===== src/rtl/stage_preif.sv =====
// Pre-IF stage: owns the fetch PC, drives the instruction SRAM request and
// hands the fetched PC to IF. Flush and branch redirects are taken here.
module stage_preif #(
  parameter logic [31:0] RESET_PC = 32'h1c000000
) (
  input  logic        clk,
  input  logic        rst,
  input  logic        allowout,
  output logic        validout,
  output logic [31:0] output_pc,
  output logic        output_adef,
  input  logic        flush,
  input  logic [31:0] flush_target,
  input  logic        br_taken,
  input  logic [31:0] br_target,
  output logic        inst_sram_en,
  output logic [3:0]  inst_sram_we,
  output logic [31:0] inst_sram_addr,
  output logic [31:0] inst_sram_wdata
);

  logic [31:0] pc;
  logic        valid;
  logic [31:0] nextpc;
  logic        advance;
  logic        redirect;

  assign redirect = flush || br_taken;

  // Flush outranks branch; otherwise fall through to the next word.
  always_comb begin
    nextpc = pc + 32'd4;
    if (flush)
      nextpc = flush_target;
    else if (br_taken)
      nextpc = br_target;
  end

  assign advance = !valid || redirect || allowout;

  // While stalled, re-issue the held PC so SRAM read data stays stable for IF.
  assign inst_sram_addr  = advance ? nextpc : pc;
  assign inst_sram_en    = !rst && (inst_sram_addr[1:0] == 2'b00);
  assign inst_sram_we    = 4'b0000;
  assign inst_sram_wdata = 32'h0000_0000;

  assign validout    = valid && !redirect;
  assign output_pc   = pc;
  assign output_adef = validout && (pc[1:0] != 2'b00);

  always_ff @(posedge clk or posedge rst) begin
    if (rst) begin
      pc    <= RESET_PC - 32'd4;
      valid <= 1'b0;
    end else if (advance) begin
      pc    <= nextpc;
      valid <= 1'b1;
    end
  end

endmodule


===== config.mk =====
export PLATFORM = sky130hd
export DESIGN_NAME = stage_preif
export DESIGN_NICKNAME = d
export VERILOG_FILES = /design/src/rtl/stage_preif.sv
export SDC_FILE = /design/constraint.sdc
export NUM_CORES = 1
export LEC_CHECK = 0
export ABC_AREA = 0
export CORE_AREA = 2 2 97 99
export CTS_CLUSTER_DIAMETER = 60
export DETAILED_ROUTE_END_ITERATION = 10
export DIE_AREA = 0 0 99 101
export GPL_TIMING_DRIVEN = 0
export PLACE_DENSITY = 0.8
export SKIP_LAST_GASP = 1
export SYNTH_ARGS = -nofsm -noshare
export SYNTH_HDL_FRONTEND = slang
export SYNTH_SLANG_ARGS = --single-unit

===== constraint.sdc =====
create_clock -name clk -period 3 [get_ports clk]
set_input_delay 0.9 -clock clk [delete_from_list [all_inputs] [get_ports clk]]
set_output_delay 0.9 -clock clk [all_outputs]
set_load 0.01 [all_outputs]

==> flow_metrics.env <==
export IMPL_antenna_cells=0
export IMPL_use_met1_pct=27.25
export IMPL_fill_cells=683
export IMPL_grt_use_met2_pct=41.74
export IMPL_maxCapViolations=0
export IMPL_syn_inst=312
export IMPL_synthFlopType="dfstp_2"
export IMPL_worstHoldPathType="reg2reg"
export IMPL_drt_total_wl_um=13240
export IMPL_viasPerCell=5.089
export IMPL_initialDrtViolationCount=186
export IMPL_yosysWarnings=0
export IMPL_die_w_um=99
export IMPL_max_stage_delay_ns=0.59
export IMPL_cp_startpoint="flush"
export IMPL_nNetsFinal=651
export IMPL_first_global_vias=3442
export IMPL_initial_core_util_pct=29.27
export IMPL_period_minus_slack_ns=3.194
export IMPL_fin_ws_ns=-0.1944
export IMPL_layout_common_cells="113 x buf_4, 98 x clkdlybuf4s50_1, 37 x conb_1"
export IMPL_avgRoutedWirePerCell_um=19.11
export IMPL_pwr_density_cell_mw_per_mm2=322.2
export IMPL_peakVddDrop_uv=293.3
export IMPL_ant_nets=0
export IMPL_synth_seq_cells=33
export IMPL_cts_path_max_buffers=2
export IMPL_cts_buffers_inserted=5
export IMPL_yosysTopAreaCell="dfstp_2"
export IMPL_clkTransAtPathRegs_ns=0.07
export IMPL_finalPower_w=0.001865
export IMPL_crit_type="in2out"
export IMPL_p_leak_nw=2.495
export IMPL_boundaryPins=172
export IMPL_met3_usage_pct=5.895
export IMPL_setup_viol=26
export IMPL_grt_pass1_wl_um=18310
export IMPL_rsz0062_at_grt="yes"
export IMPL_gr_total_overflow=0
export IMPL_crit_family="simple AND/OR/NAND/NOR gates"
export IMPL_synthesis_area_mm2=0.002628
export IMPL_track_usage_pct=23.39
export IMPL_post_dp_cell_area_mm2=0.004249
export IMPL_r2r_end="output_pc[20]$_DFF_PP1_"
export IMPL_crit_path_end_kind="output port"
export IMPL_worst_hold_slack_ns=0.5653
export IMPL_yosys_area_top_type_share_pct=26.00
export IMPL_io_buffers=135
export IMPL_synth_async_sr_flop_share_pct=100.0
export IMPL_synth_area_per_cell_um2=8.422
export IMPL_status="complete, but fails checks"
export IMPL_worstPathCellList="buf_6 > or4b_4 > buf_4 > buf_8 > a21oi_2 > a21oi_2 > buf_2"
export IMPL_fin_crit_sh_pct=106.5
export IMPL_slowest_stage="or4b_4"
export IMPL_crit_buf_inv=4
export IMPL_worst_path_stages=7
export IMPL_path_max_fanout=6
export IMPL_first_pass_iters=4
export IMPL_die_y_um=101
export IMPL_rrSetupSlack_ns=0.97
export IMPL_gp_congestion=0.8481
export IMPL_yosys_top_cells_area="dfstp_2 26%, buf_4 10%, a22oi_1 7.1%"
export IMPL_multi_input_area_mm2=0.002146
export IMPL_r2r_start="output_pc[13]$_DFF_PP1_"
export IMPL_fp_row_count=35
export IMPL_crit_end="inst_sram_addr[16]"
export IMPL_via_count=3527
export IMPL_startpoint_type="input pin"
export IMPL_required_ns=2.10
export IMPL_skew_ns=0.006729
export IMPL_core_mm2=0.008977
export IMPL_critical_path_arrival_ns=2.29
export IMPL_drive_above_1_share_pct=54.64
export IMPL_cts_root_buf="clkbuf_8"
export IMPL_ys_types=57
export IMPL_violations="negative setup slack"
export IMPL_dieArea_mm2=0.009999
export IMPL_crit_top_cell="a21oi_2"
export IMPL_slew_violations=0
export IMPL_worstRegToRegCells=7
export IMPL_grt_max_degree=34
export IMPL_synth_yosys_seq_area_share_pct=32.67
export IMPL_htree_levels=2
export IMPL_synth_edff_count=0
export IMPL_drc=0
export IMPL_clk_latency_ns=0.30
export IMPL_antenna_found_initial=0
export IMPL_area_delta_synth_final_pct=120.3
export IMPL_cts_sinks=33
export IMPL_postLayoutCellArea_mm2=0.005788
export IMPL_top_usage_layer="met2"
export IMPL_finalHoldViolCount=0
export IMPL_final_common_cell="buf_4"
export IMPL_tritoncts="built"
export IMPL_clock_fmax_mhz=313.0
export IMPL_post_dp_hpwl_um=8052
export IMPL_seqCellArea_um2=858.3
## tightest hold or removal path, cell delays in order, from the launching register on
cell	delay, ns
dfstp_2	0.40
inv_1	0.09
a21oi_2	0.07
## synth_stat cells (all sizes together) (2+ instances only)
| library cell | instances |
|---|---|
| xnor2 | 5 |
| o31ai | 5 |
| inv | 4 |
| and4 | 2 |
| nand4 | 8 |
| dfstp | 26 |
| o21ai | 28 |
| nand2b | 2 |
| and3 | 4 |
| or3 | 2 |
| nand2 | 34 |
| dfrtp | 7 |
| nand3 | 16 |
| buf | 43 |
| a22oi | 25 |
| nor2b | 4 |
| xor2 | 2 |
| mux2i | 2 |
| conb | 2 |
| clkbuf | 8 |
| a2bb2oi | 2 |
| nor3b | 2 |
| nor2 | 13 |
| a21oi | 30 |
| nor4 | 11 |
| nor3 | 6 |
| and2 | 2 |
## worst min-delay path by stage
stage | startpoint | endpoint | slack, ns | depth (start not counted)
detailed placement | output_pc[25]$_DFF_PP1_ | output_pc[25]$_DFF_PP1_ | 0.54 | 2
CTS | output_pc[25]$_DFF_PP1_ | output_pc[25]$_DFF_PP1_ | 0.54 | 2
finish | output_pc[25]$_DFF_PP1_ | output_pc[25]$_DFF_PP1_ | 0.57 | 2
global placement | output_pc[28]$_DFF_PP1_ | output_pc[28]$_DFF_PP1_ | 0.53 | 2
global route | output_pc[25]$_DFF_PP1_ | output_pc[25]$_DFF_PP1_ | 0.58 | 2
floorplan | output_pc[25]$_DFF_PP1_ | output_pc[25]$_DFF_PP1_ | 0.56 | 2
## flip-flops by register name (all words and copies together), names as in the netlist
register and cells:
output_pc 32, valid 1
## logic make-up (layout without fill, tap and decap cells)
kind of cell	after synthesis	after routing	synth area share, %
DFF	33	33	32.67
xor gates and xnor gates	7	7	2.333
muxes	3	3	1.190
and+or+nand+nor	111	111	25.95
buffers and inverters	55	290	13.52
adders and majority gates	1	1	0.4761
other	2	37	0.2858
AOI/OAI and AO/OA	100	100	23.57
## routing by layer
| layer | share of wire, % | routed length, µm |
|---|---|---|
| met5 | 0 | 0 |
| met4 | 3.1 | 412 |
| met3 | 6.9 | 911 |
| met2 | 52 | 6906 |
| met1 | 38 | 5012 |
## repair_timing
action / CTS / global route
setup buffers: 54 / 36
hold buffers: 0 / 0
endpoints found under the setup margin: 35 / 31
gates cloned: 3 / 0
pin swaps: 35 / 39
hold endpoints to repair: 0 / 0
resized for setup: 267 / 62
## area by class of cell
cell class / instances / share of cell area (%)
Clock inverter: 1 / 0.08647
Timing Repair Buffer: 229 / 35.73
Inverter: 4 / 0.2594
Multi-Input combinational cell: 259 / 37.07
Tap cell: 111 / 2.399
Clock buffer: 7 / 1.665
Buffer: 49 / 7.955
Sequential cell: 33 / 14.83
## where the power goes
group,internal (W),switching [W]
Sequential,0.000524,0.0000761
Clock,0.000208,0.000188
Combinational,0.000473,0.000397
## through the flow
stage	instances	utilization [%]	TNS, ns	worst slack [ns]
floorplan	347	-	0	0.01782
global placement	593	47.33	-47.67	-1.647
detailed placement	593	47.33	-49.24	-1.670
CTS	656	58.69	-2.209	-0.1768
global route	693	64.47	-4.174	-0.2472
finish	693	64.47	-2.989	-0.1944
Power figures use the tool's default switching activity.
